==> src/rtl/fpu_div16.sv <==
// ============================================================================
// Module   : fpu_div16
// Purpose  : Sequential IEEE-754 binary16 divider coprocessor,
//            fpuOut = fpuIn1 / fpuIn2. Restoring radix-2 significand divide
//            (one quotient bit per clock), round-to-nearest-even,
//            flush-to-zero on subnormal inputs.
// Ports    : clock         - system clock, rising edge
//            reset         - synchronous active-low reset
//            start         - begin an operation (accepted in IDLE/DONE)
//            fpuIn1/fpuIn2 - dividend / divisor, latched on the start edge
//            fpuOut        - quotient, valid while done==1
//            done          - result valid, held until next accepted start
//            condCodes     - {Z, C, N, V}
//            opStatusFlags - {invalid, divByZero, overflow, underflow, inexact}
// Revision : 1.0 - initial release
// ============================================================================
`default_nettype none

module fpu_div16 #(
  parameter int QBITS = 14
) (
  input  logic        clock,
  input  logic        reset,
  input  logic        start,
  input  logic [15:0] fpuIn1,
  input  logic [15:0] fpuIn2,
  output logic [15:0] fpuOut,
  output logic        done,
  output logic [3:0]  condCodes,
  output logic [4:0]  opStatusFlags
);

  localparam int CW = $clog2(QBITS);

  typedef enum logic [2:0] {
    S_IDLE   = 3'd0,
    S_PREP   = 3'd1,
    S_DIVIDE = 3'd2,
    S_ROUND  = 3'd3,
    S_DONE   = 3'd4
  } state_t;

  state_t             state_q;
  logic [15:0]        a_q, b_q;
  logic [11:0]        rem_q;
  logic [QBITS-1:0]   quo_q;
  logic [CW-1:0]      cnt_q;
  logic signed [6:0]  exp_q;

  function automatic logic [3:0] cc_of(input logic [15:0] r, input logic ovf);
    return {(r[14:0] == 15'd0), 1'b0, r[15], ovf};
  endfunction

  // ---------------- operand classification ----------------
  logic              sign_d;
  logic              a_nan, a_inf, a_zero, b_nan, b_inf, b_zero;
  logic              spec_d;
  logic [15:0]       spec_res_d;
  logic [4:0]        spec_flags_d;
  logic signed [6:0] exp_init_d;

  always_comb begin
    sign_d       = a_q[15] ^ b_q[15];
    a_nan        = (&a_q[14:10]) & (|a_q[9:0]);
    a_inf        = (&a_q[14:10]) & ~(|a_q[9:0]);
    a_zero       = ~(|a_q[14:10]);            // subnormals flush to zero
    b_nan        = (&b_q[14:10]) & (|b_q[9:0]);
    b_inf        = (&b_q[14:10]) & ~(|b_q[9:0]);
    b_zero       = ~(|b_q[14:10]);
    spec_d       = 1'b1;
    spec_res_d   = 16'h0000;
    spec_flags_d = 5'b00000;
    exp_init_d   = $signed({2'b00, a_q[14:10]}) - $signed({2'b00, b_q[14:10]}) + 7'sd15;
    if (a_nan | b_nan) begin
      spec_res_d = 16'h7E00;
    end else if ((a_zero & b_zero) | (a_inf & b_inf)) begin
      spec_res_d   = 16'h7E00;
      spec_flags_d = 5'b10000;
    end else if (a_inf) begin
      // divisor is finite here (inf/inf handled above), including zero
      spec_res_d = {sign_d, 15'h7C00};
    end else if (b_zero) begin
      spec_res_d   = {sign_d, 15'h7C00};
      spec_flags_d = 5'b01000;
    end else if (a_zero | b_inf) begin
      spec_res_d = {sign_d, 15'h0000};
    end else begin
      spec_d = 1'b0;
    end
  end

  // ---------------- one restoring divide step ----------------
  logic        ge_d;
  logic [11:0] sub_d, rem_d;

  always_comb begin
    ge_d  = rem_q >= {1'b0, 1'b1, b_q[9:0]};
    sub_d = rem_q - {1'b0, 1'b1, b_q[9:0]};
    // remainder is always below the divisor (< 2^11) before the shift
    rem_d = ge_d ? {sub_d[10:0], 1'b0} : {rem_q[10:0], 1'b0};
  end

  // ---------------- normalise / round / range ----------------
  logic [9:0]        mant_n, mant_r;
  logic              guard_n, sticky_n, rnd_up, inexact_d;
  logic [10:0]       mant_inc;
  logic signed [6:0] exp_n, exp_r;
  logic [15:0]       res_d;
  logic [4:0]        flags_d;

  always_comb begin
    if (quo_q[QBITS-1]) begin
      mant_n   = quo_q[QBITS-2 -: 10];
      guard_n  = quo_q[QBITS-12];
      sticky_n = (|quo_q[QBITS-13:0]) | (|rem_q);
      exp_n    = exp_q;
    end else begin
      mant_n   = quo_q[QBITS-3 -: 10];
      guard_n  = quo_q[QBITS-13];
      sticky_n = (|quo_q[QBITS-14:0]) | (|rem_q);
      exp_n    = exp_q - 7'sd1;
    end
    rnd_up    = guard_n & (sticky_n | mant_n[0]);
    inexact_d = guard_n | sticky_n;
    mant_inc  = {1'b0, mant_n} + {10'd0, rnd_up};
    if (mant_inc[10]) begin
      mant_r = 10'd0;
      exp_r  = exp_n + 7'sd1;
    end else begin
      mant_r = mant_inc[9:0];
      exp_r  = exp_n;
    end
    if (exp_r >= 7'sd31) begin
      res_d   = {sign_d, 15'h7C00};
      flags_d = 5'b00101;
    end else if (exp_r <= 7'sd0) begin
      res_d   = {sign_d, 15'h0000};
      flags_d = 5'b00011;
    end else begin
      res_d   = {sign_d, exp_r[4:0], mant_r};
      flags_d = {4'b0000, inexact_d};
    end
  end

  // ---------------- control ----------------
  always_ff @(posedge clock) begin
    if (!reset) begin
      state_q       <= S_IDLE;
      a_q           <= 16'h0000;
      b_q           <= 16'h0000;
      rem_q         <= 12'd0;
      quo_q         <= '0;
      cnt_q         <= '0;
      exp_q         <= 7'sd0;
      fpuOut        <= 16'h0000;
      done          <= 1'b0;
      condCodes     <= 4'b0000;
      opStatusFlags <= 5'b00000;
    end else begin
      case (state_q)
        S_IDLE, S_DONE: begin
          if (start) begin
            a_q           <= fpuIn1;
            b_q           <= fpuIn2;
            done          <= 1'b0;
            condCodes     <= 4'b0000;
            opStatusFlags <= 5'b00000;
            state_q       <= S_PREP;
          end
        end
        S_PREP: begin
          if (spec_d) begin
            fpuOut        <= spec_res_d;
            opStatusFlags <= spec_flags_d;
            condCodes     <= cc_of(spec_res_d, 1'b0);
            done          <= 1'b1;
            state_q       <= S_DONE;
          end else begin
            rem_q   <= {2'b01, a_q[9:0]};
            quo_q   <= '0;
            cnt_q   <= CW'(QBITS - 1);
            exp_q   <= exp_init_d;
            state_q <= S_DIVIDE;
          end
        end
        S_DIVIDE: begin
          // quotient bits arrive MSB first, so shifting in from the right
          // leaves the first bit at quo_q[QBITS-1] after QBITS steps
          quo_q <= {quo_q[QBITS-2:0], ge_d};
          rem_q <= rem_d;
          if (cnt_q == '0) begin
            state_q <= S_ROUND;
          end else begin
            cnt_q <= cnt_q - 1'b1;
          end
        end
        S_ROUND: begin
          fpuOut        <= res_d;
          opStatusFlags <= flags_d;
          condCodes     <= cc_of(res_d, flags_d[2]);
          done          <= 1'b1;
          state_q       <= S_DONE;
        end
        default: state_q <= S_IDLE;
      endcase
    end
  end

endmodule

`default_nettype wire

==> config.mk <==
export PLATFORM = sky130hd
export DESIGN_NAME = fpu_div16
export DESIGN_NICKNAME = d
export VERILOG_FILES = /design/src/rtl/fpu_div16.sv
export SDC_FILE = /design/constraint.sdc
export NUM_CORES = 1
export LEC_CHECK = 0
export ABC_AREA = 1
export ABC_CLOCK_PERIOD_IN_PS = 8800
export CORE_UTILIZATION = 32
export DETAILED_ROUTE_END_ITERATION = 10
export DONT_BUFFER_PORTS = 1
export SKIP_CTS_REPAIR_TIMING = 1
export SYNTH_ARGS = -nofsm -noshare
export SYNTH_HDL_FRONTEND = slang
export SYNTH_SLANG_ARGS = --single-unit
==> constraint.sdc <==
create_clock -name clock -period 8.8 [get_ports clock]
set_clock_uncertainty 0.2 [all_clocks]
set_input_delay 2.64 -clock clock [delete_from_list [all_inputs] [get_ports clock]]
set_output_delay 2.64 -clock clock [all_outputs]
set_load 0.005 [all_outputs]
-- Word level (Yosys, flattened, before mapping)
Index checks and enable logic that the tools add are counted.
Widths: inputs -> output; s select.
- flip-flop bits (word level): 98
- equal/unequal tests: 9
- mux-type cells: 47
- reduce and logical (&&, ||, !) cells: 23
- add/subtract/negate cells: 7
- bitwise logic cells: 20
- order comparisons: 3
- operators by type and width (kind ; number):
    $mux 16 ; 6
    $pmux 16 s2 ; 1
    $logic_not 15->1 ; 2
    $mux 15 ; 2
    $pmux 14 s2 ; 1
    $mux 12 ; 2
    $mux 4 ; 6
    $pmux 12 s2 ; 1
    $mux 10 ; 2
    $mux 5 ; 4
    $reduce_or 10->1 ; 2
    $pmux 5 s3 ; 1
    $mux 14 ; 1
    $mux 7 ; 2
    $ge 12x11->1 ; 1
    $mux 3 ; 4
    $pmux 3 s4 ; 1
    $pmux 4 s3 ; 1
    $reduce_or 12->1 ; 1
    $add 10x1->11 ; 1
    $sub 11x11->11 ; 1
    $ne 2x2->1 const B ; 5
    $reduce_and 2->1 ; 5
    $reduce_and 5->1 ; 2
    25 further kinds ; 54

-- Depth between registers and ports, before layout
Gate-level depths: netlist of run 1.
- depth in word-level cells: 12
- depth in mapped cells: 24

-- Worst setup path after synthesis of run 1
Ideal clock, no wire load.
- path type: input to register
- from: input port start
- to: register a_q[10]
- arrival time: 3366 ps
- stages: 4
- path slack: 5105 ps
- cells stage by stage: nand2_1 clkbuf_1 clkbuf_1 a21oi_1
- word-level cells in the longest chain between the ends: 1
- ends and longest elaborated chain (what ; line ; RTL):
    start, declared ; 24 ; input logic start,
    $reduce_and 2->1 (no source line) ; - ;
    end signal, assigned ; 163 ; a_q <= fpuIn1;
    end, declared ; 44 ; logic [15:0] a_q, b_q;
No other way between the ends.
A chain may end at the register's enable or synchronous reset.

-- Worst setup path after layout of run 1
- from: input port start
- to: register a_q[0]
The elaborated chain is that of the path after synthesis.

==> results of run 1 <==
==> registers in the layout, summed over array words and instances (netlist names) <==
register and count:
b_q 16, cnt_q 4, fpuOut 16, done 1
a_q 16, rem_q 12, state_q 3, condCodes 2
opStatusFlags 5, quo_q 14, exp_q 7
==> critical path, stage by stage <==
cell                       delay (ps)
sky130_fd_sc_hd__nand2_2           40
sky130_fd_sc_hd__buf_4            420
sky130_fd_sc_hd__clkinv_1         370
sky130_fd_sc_hd__nor2_1           180
sky130_fd_sc_hd__nor2_1            60
==> layout make-up <==
class                      count  area share, %
multi-input combinational    588           52.2
clock buffer                   9           3.79
sequential                    96           32.3
inverter                      86           5.53
clock inverter                 7           1.26
tap                          220           4.63
timing repair buffer           2          0.253
==> power by group <==
group | switching [mW] | total [mW] | internal (mW)
clock network | 0.189 | 0.389 | 0.200
registers | 0.0500 | 0.544 | 0.494
logic | 0.428 | 0.660 | 0.231
==> cells in the mapped netlist (3+ instances only) <==
| cell type | instances | share of area, % |
|---|---|---|
| sky130_fd_sc_hd__a21oi_1 | 96 | 8.7 |
| sky130_fd_sc_hd__a31oi_1 | 5 | 0.57 |
| sky130_fd_sc_hd__buf_2 | 4 | 0.36 |
| sky130_fd_sc_hd__buf_6 | 5 | 1.0 |
| sky130_fd_sc_hd__clkbuf_1 | 21 | 1.4 |
| sky130_fd_sc_hd__dfxtp_1 | 96 | 35 |
| sky130_fd_sc_hd__ha_1 | 21 | 4.8 |
| sky130_fd_sc_hd__inv_1 | 76 | 5.2 |
| sky130_fd_sc_hd__inv_2 | 7 | 0.48 |
| sky130_fd_sc_hd__nand2_1 | 164 | 11 |
| sky130_fd_sc_hd__nand2_2 | 15 | 1.7 |
| sky130_fd_sc_hd__nand3_1 | 22 | 2.0 |
| sky130_fd_sc_hd__nand3_4 | 3 | 0.95 |
| sky130_fd_sc_hd__nand3b_1 | 3 | 0.41 |
| sky130_fd_sc_hd__nand4_1 | 19 | 2.2 |
| sky130_fd_sc_hd__nor2_1 | 86 | 5.8 |
| sky130_fd_sc_hd__nor2_2 | 8 | 0.91 |
| sky130_fd_sc_hd__nor2_4 | 4 | 0.82 |
| sky130_fd_sc_hd__nor3_1 | 4 | 0.36 |
| sky130_fd_sc_hd__nor4_1 | 4 | 0.45 |
| sky130_fd_sc_hd__o211ai_1 | 4 | 0.54 |
| sky130_fd_sc_hd__o21ai_0 | 80 | 7.3 |
| sky130_fd_sc_hd__o21ai_1 | 7 | 0.63 |
| sky130_fd_sc_hd__o22ai_1 | 3 | 0.34 |
| sky130_fd_sc_hd__or2_2 | 3 | 0.34 |
| sky130_fd_sc_hd__xnor2_1 | 4 | 0.63 |
| sky130_fd_sc_hd__xor2_1 | 14 | 2.2 |
==> cell families after synthesis <==
logic type	count (synthesis)	share of synthesized area, %
XOR/XNOR	18	2.86
AND/OR/NAND/NOR	338	27.6
flip-flops	96	34.8
other	1	0.0679
AO/OA/AOI/OAI	208	20.1
adder cells (fa/ha/maj)	23	5.49
buffers and inverters	118	9.04
==> metrics by stage <==
stage                     power [mW]  area [sq um]  util [%]
final                           1.59          5950      35.6
after global routing            1.73          5950      35.6
after global placement          1.21          5650      33.8
after detailed placement        1.21          5650      33.8
after floorplan                 1.10          5520         -
after CTS                       1.61          5950      35.6
==> layout by cell type (no fill, tap or decap), types with 16 or more instances in the layout <==
master	instances
sky130_fd_sc_hd__nand2_1	163
sky130_fd_sc_hd__a21oi_1	96
sky130_fd_sc_hd__dfxtp_1	96
sky130_fd_sc_hd__nor2_1	85
sky130_fd_sc_hd__o21ai_0	80
sky130_fd_sc_hd__inv_1	76
sky130_fd_sc_hd__nand3_1	22
sky130_fd_sc_hd__ha_1	21
sky130_fd_sc_hd__nand4_1	19
sky130_fd_sc_hd__nand2_2	16
==> worst min-delay path by stage <==
stage	start	end	slack, ps
detailed placement	exp_q[6]$_SDFFE_PN0P_	exp_q[6]$_SDFFE_PN0P_	260
global route	exp_q[6]$_SDFFE_PN0P_	exp_q[6]$_SDFFE_PN0P_	300
floorplan	a_q[8]$_SDFFE_PN0P_	a_q[8]$_SDFFE_PN0P_	240
finish	exp_q[6]$_SDFFE_PN0P_	exp_q[6]$_SDFFE_PN0P_	270
global placement	exp_q[6]$_SDFFE_PN0P_	exp_q[6]$_SDFFE_PN0P_	260
CTS	exp_q[6]$_SDFFE_PN0P_	exp_q[6]$_SDFFE_PN0P_	270
==> per-layer routing <==
metal	GRT usage, %	up-vias	part of all wire [%]
li1	-	2607	-
met1	20.6	2161	49
met2	23.9	93	44
met3	4.22	14	6.0
met4	5.11	0	1.3
met5	0	-	0
==> qor.csv, run 1 <==
stage,metric,value,unit
clock_network,count of clock tree sinks,96,
timing,count of final hold-check violations,0,
yosys,number of instances in the synthesized netlist,802,
setup_path,kind of launch point of the worst setup path,input pin,
timing,slew of the pin with the lowest slew margin,836,ps
placement,GP Congestion,0.826,
global_routing,number of global-route vias before repair,4376,
route,drt wl/cell,13.0,microns
placement,number of placed cells counting well taps,992,
route,Detailed Routing Iterations Pass 1,4,
flow_run,Max-Cap Viols,0,
setup_path,crit-path max FO,59,
timing,worst slew margin relative to its limit,44.2,%
global_routing,grt total ovfl,0,
route,routed vias,4875,
setup_path,reg2reg end,fpuOut[12]$_SDFFE_PN0P_,
yosys,post-synthesis instance area,5520,sq um
setup_path,Worst R2R Path Depth,20,
clock_network,root buffer selected by CTS,sky130_fd_sc_hd__clkbuf_16,
clock_network,Clock Pin Slew Worst Setup and Hold Paths,80,ps
timing,setup TNS,0,ps
die,area enclosed by the die boundary,17800,sq um
yosys,per-instance average area after synthesis,6.88,sq um
timing,Final period util,41.8,%
route,WL final,13.1,mm
timing,max-slew violation total from the final report,0,
yosys,flip-flop cell with the highest count after synthesis,sky130_fd_sc_hd__dfxtp_1,
die,Die Span Y,133,microns
timing,RSZ-0062 raised after global routing,false,
placement,estimated wirelength of the detail-placed design,9.67,mm
clock_network,Worst-Skew Late Latency,360,ps
setup_path,path type of the worst setup path,input pin to register,
final_layout,ratio of cells with drive above 1 in the final layout,8.76,%
worst_hold_path,worst hold-check path type,register to register,
yosys,synth warn,0,
die,die outline width,133,microns
clock_network,number of buffers created by CTS,9,
final_layout,Area Overhead vs Synth,7.71,%
yosys,fraction of synthesis flops using an asynchronous set or reset pin,0,%
final_layout,number of nets at the end of the flow,841,
global_routing,global router's overall resource usage,15.4,%
final_layout,count of filler cells inserted in the layout,1862,
route,DRC viols,0,
setup_path,Critical Path Sink,a_q[0]$_SDFFE_PN0P_,
timing,post-layout minimum cycle time,3680,ps
status,status,"finished, final reports clean",
final_layout,combined area of the multi-input logic cells,3100,sq um
timing,setup slack after layout,5120,ps
timing,minimum hold slack,272,ps
final_layout,count of antenna diodes in the layout,0,
die,starting utilization of the core area,33.1,%
global_routing,first-pass GRT wire length,21.9,mm
route,First DRT Iteration DRCs,338,
route,vias per cell,4.84,
timing,number of setup violations in the final report,0,
yosys,proportion of synthesized chip area in sequential cells,34.8,%
power,Leakage Power,2.45,nW
clock_network,CTS H-tree depth,3,
timing,Fmax achieved,0.272,GHz
setup_path,Critical Path AT,3740,ps
worst_hold_path,Cells on Worst Hold Path,2,
die,Ports,61,
final_layout,number of cells in the finished layout apart from fillers,1008,
setup_path,source of the worst register-to-register timing path,quo_q[13]$_SDFFE_PN0P_,
die,Row Count,47,
global_routing,initial antenna violation count,0,
power,largest voltage drop on the vdd net,0.000135,V
route,count of antenna-violating nets left after detailed routing,0,
placement,count of buffers inserted at the top-level ports,0,
yosys,number of enable flip-flop cells after synthesis,0,
yosys,Mapped Nets,860,
clock_network,clk buf depth,2,
clock_network,clock tree from TritonCTS,done,
final_layout,Sequential Area,1920,sq um
setup_path,data required time of the worst path,8860,ps
placement,Placement Setup Slack,4720,ps
yosys,synthesized flop and latch total,96,
power,Power Dens Cells,268,nW/um^2
die,standard cell core area,16700,sq um
setup_path,kind of end point of the critical path,register,
yosys,number of different library cells in the post-synthesis netlist,46,
setup_path,CP startpoint,start,
setup_path,setup slack on the worst flop-to-flop path,5200,ps
global_routing,maximum number of pins on one net before global-route repair,60,
Power figures use the tool's default switching activity.
==> run 2, diff against run 1 <==
--- a/config.mk
+++ b/config.mk
@@ -6,7 +6,7 @@
 export NUM_CORES = 1
 export LEC_CHECK = 0
 export ABC_AREA = 1
-export ABC_CLOCK_PERIOD_IN_PS = 8800
+export ABC_CLOCK_PERIOD_IN_PS = 3450
 export CORE_UTILIZATION = 32
 export DETAILED_ROUTE_END_ITERATION = 10
 export DONT_BUFFER_PORTS = 1
==> constraint.sdc (replaced) <==
create_clock -name clock -period 3.45 [get_ports clock]
set_clock_uncertainty 0.2 [all_clocks]
set_input_delay 1.035 -clock clock [delete_from_list [all_inputs] [get_ports clock]]
set_output_delay 1.035 -clock clock [all_outputs]
set_load 0.005 [all_outputs]
==> run 2 against run 1 <==
First-iteration DRC count fell by 4.4%. Non-clock buffer count rose by 10. Via count rose by 1.2%. Sequential share of layout area fell by 0.44 points. Worst hold slack improved by 6.4 ps. Register-to-register slack got worse by 4900 ps. Critical path depth rose by 16. Clock power rose to 2.5 times the previous value. Flip-flop and latch count did not move. Die area did not move. Global-route usage rose by 0.069 points. Utilization rose by 0.49 points.
==> qor.csv, run 2 (synthesis gave the netlist of run 1 again) <==
stage,metric,value,unit,change
status,status,"finished, final reports clean",,unchanged
flow_run,Max-Cap Viols,0,,unchanged
setup_path,buffering stage count on the worst path with inverters included,4,,was 2
clock_network,clk buf depth,2,,unchanged
route,drt wl/cell,13.1,microns,was 13.0 microns
global_routing,grt total ovfl,0,,unchanged
clock_network,clock tree from TritonCTS,done,,unchanged
worst_hold_path,worst hold-check path type,register to register,,unchanged
placement,Placement Setup Slack,242,ps,was 4720 ps
timing,Final period util,90.3,%,
final_layout,count of antenna diodes in the layout,0,,unchanged
global_routing,first-pass GRT wire length,22.1,mm,was 21.9 mm
final_layout,most common library cell in the layout ignoring fill and taps,sky130_fd_sc_hd__nand2_1,,unchanged
final_layout,most frequent cells in the layout,"sky130_fd_sc_hd__nand2_1 (163), sky130_fd_sc_hd__a21oi_1 (96), sky130_fd_sc_hd__dfxtp_1 (96)",,unchanged
setup_path,kind of end point of the critical path,register,,unchanged
global_routing,initial antenna violation count,0,,unchanged
placement,GP Congestion,0.856,,was 0.826
final_layout,number of nets at the end of the flow,851,,was 841
global_routing,number of global-route vias before repair,4387,,"was 4,376"
timing,worst slew margin relative to its limit,57.1,%,was 44.2%
setup_path,kind of launch point of the worst setup path,register,,was input pin
route,First DRT Iteration DRCs,323,,was 338
clock_network,root buffer selected by CTS,sky130_fd_sc_hd__clkbuf_16,,unchanged
die,die outline width,133,microns,unchanged
setup_path,"slowest stage delay, CP",350,ps,was 420 ps
die,area enclosed by the die boundary,17800,sq um,unchanged
power,largest voltage drop on the vdd net,0.000370,V,was 0.000135 V
final_layout,Area Overhead vs Synth,9.20,%,was 7.71%
die,Ports,61,,unchanged
die,Die Span Y,133,microns,unchanged
timing,post-layout minimum cycle time,3120,ps,
setup_path,cell type with the highest occurrence count on the critical path,sky130_fd_sc_hd__nand2_1,,was sky130_fd_sc_hd__nor2_1
setup_path,data required time of the worst path,3540,ps,was 8860 ps
setup_path,crit-path max FO,13,,was 59
setup_path,cells along the critical path,"nor4_2, nand4_1, o21ai_1, inv_1, ha_1, ha_1, nand3_1, nor2_4, nand3_4, clkinv_2, nand2_1, nand2_1, nand2_2, inv_2, nand2_1, nand3_4, nor2_2, nor2_1, nand2_1, nand2_1, inv_1",,"was nand2_2, buf_4, clkinv_1, nor2_1, nor2_1"
clock_network,count of clock tree sinks,96,,unchanged
route,WL final,13.3,mm,was 13.1 mm
clock_network,Clock Pin Slew Worst Setup and Hold Paths,80,ps,about the same
global_routing,global router's overall resource usage,15.5,%,was 15.4%
route,DRC viols,0,,unchanged
clock_network,Worst-Skew Late Latency,350,ps,was 360 ps
timing,setup slack after layout,334,ps,was 5120 ps
die,Row Count,47,,unchanged
setup_path,Critical Path AT,3210,ps,was 3740 ps
power,Power Dens Cells,692,nW/um^2,was 268 nW/um^2
power,Leakage Power,2.50,nW,was 2.45 nW
clock_network,number of buffers created by CTS,9,,unchanged
setup_path,setup slack on the worst flop-to-flop path,330,ps,was 5200 ps
route,Detailed Routing Iterations Pass 1,5,,was 4
timing,slew of the pin with the lowest slew margin,643,ps,was 836 ps
timing,setup TNS,0,ps,unchanged
timing,Fmax achieved,0.321,GHz,
global_routing,maximum number of pins on one net before global-route repair,60,,unchanged
setup_path,highest-delay cell along the critical path,sky130_fd_sc_hd__dfxtp_1,,was sky130_fd_sc_hd__buf_4
die,starting utilization of the core area,33.1,%,unchanged
timing,number of setup violations in the final report,0,,unchanged
route,routed vias,4932,,"was 4,875"
final_layout,biggest registers after layout,"a_q (16), b_q (16), fpuOut (16)",,unchanged
setup_path,largest delay contributor family on the critical path,simple AND/OR/NAND/NOR gates,,was buffers and inverters
timing,RSZ-0062 raised after global routing,false,,unchanged
clock_network,CTS H-tree depth,3,,unchanged
placement,estimated wirelength of the detail-placed design,10.1,mm,was 9.67 mm
route,vias per cell,4.84,,about the same
timing,max-slew violation total from the final report,0,,unchanged
timing,count of final hold-check violations,0,,unchanged
placement,count of buffers inserted at the top-level ports,0,,unchanged
route,count of antenna-violating nets left after detailed routing,0,,unchanged
die,standard cell core area,16700,sq um,unchanged
final_layout,ratio of cells with drive above 1 in the final layout,10.2,%,was 8.76%
setup_path,path type of the worst setup path,register to register,,was input pin to register
run 2: changes by cell type in the layout (fill, tap and decap cells not counted), sizes merged:
| cell | previous run | this run |
|---|---|---|
| buf | 2 | 12 |
| clkinv | 5 | 3 |
| inv | 87 | 89 |
| clkbuf | 9 | 10 |
| clkinvlp | 1 | 0 |
run 2: final cells by class:
| cell class | count | area [sq um] |
|---|---|---|
| clock buffers | 10 | 229 |
| inverters | 86 | 329 |
| well taps | 220 | 275 |
| repair buffers | 12 | 90.1 |
| flip-flops and latches | 96 | 1920 |
| clock inverters | 6 | 60.1 |
| multi-input cells | 588 | 3120 |
| fillers | 1835 | 10700 |
run 2: final timing paths:
path / from / end / depth (start not counted)
worst min-delay path: a_q[4]$_SDFFE_PN0P_ / a_q[4]$_SDFFE_PN0P_ / 2
worst max register to register: rem_q[4]$_SDFFE_PN0P_ / fpuOut[12]$_SDFFE_PN0P_ / 21
worst max-delay path: rem_q[4]$_SDFFE_PN0P_ / fpuOut[12]$_SDFFE_PN0P_ / 21
worst min register to register: a_q[4]$_SDFFE_PN0P_ / a_q[4]$_SDFFE_PN0P_ / 2
run 2: worst reg2reg max path, stage by stage (launching register included):
cell                       delay (ps)
sky130_fd_sc_hd__dfxtp_1          350
sky130_fd_sc_hd__nor4_2           290
sky130_fd_sc_hd__nand4_1          190
sky130_fd_sc_hd__o21ai_1          160
sky130_fd_sc_hd__inv_1             50
sky130_fd_sc_hd__ha_1             190
sky130_fd_sc_hd__ha_1             250
sky130_fd_sc_hd__nand3_1          170
sky130_fd_sc_hd__nor2_4            70
sky130_fd_sc_hd__nand3_4          140
sky130_fd_sc_hd__clkinv_2          80
sky130_fd_sc_hd__nand2_1           60
sky130_fd_sc_hd__nand2_1           50
sky130_fd_sc_hd__nand2_2           80
sky130_fd_sc_hd__inv_2             40
sky130_fd_sc_hd__nand2_1          100
sky130_fd_sc_hd__nand3_4          160
sky130_fd_sc_hd__nor2_2           170
sky130_fd_sc_hd__nor2_1            70
sky130_fd_sc_hd__nand2_1           80
sky130_fd_sc_hd__nand2_1           40
sky130_fd_sc_hd__inv_1             40
run 2: routing by layer:
layer	share of wire [%]	GRT usage [%]	vias to the layer above	routed length (microns)
met5	0	0	-	0
met4	1.1	3.72	0	144
met3	5.0	4.15	11	663
met2	44	23.6	91	5800
met1	50	21.6	2196	6720
li1	-	-	2634	-
run 2: stage by stage:
stage / power (mW) / instance area, sq um / cells / utilization [%] / hold slack (ps)
final: 4.17 / 6030 / 1018 / 36.1 / 278
after global routing: 4.49 / 6030 / 1018 / 36.1 / 287
after CTS: 4.12 / 5980 / 1014 / 35.8 / 278
after detailed placement: 3.12 / 5690 / 998 / 34.1 / 266
after global placement: 3.12 / 5690 / 998 / 34.1 / 260
after floorplan: 2.80 / 5520 / 802 / - / 241
run 2: report_power, final:
part	switching (mW)	total [mW]	leakage [nW]	internal (mW)
combinational	1.14	1.80	1.58	0.663
sequential	0.129	1.39	0.785	1.26
clock	0.475	0.987	0.143	0.512
==> run 3, diff against run 2 <==
--- a/config.mk
+++ b/config.mk
@@ -7,6 +7,7 @@
 export LEC_CHECK = 0
 export ABC_AREA = 1
 export ABC_CLOCK_PERIOD_IN_PS = 3450
+export CAP_MARGIN = 20
 export CORE_UTILIZATION = 32
 export DETAILED_ROUTE_END_ITERATION = 10
 export DONT_BUFFER_PORTS = 1
==> results of run 3 <==
Same layout as run 2: the final DEF is identical, and so are final timing and power.
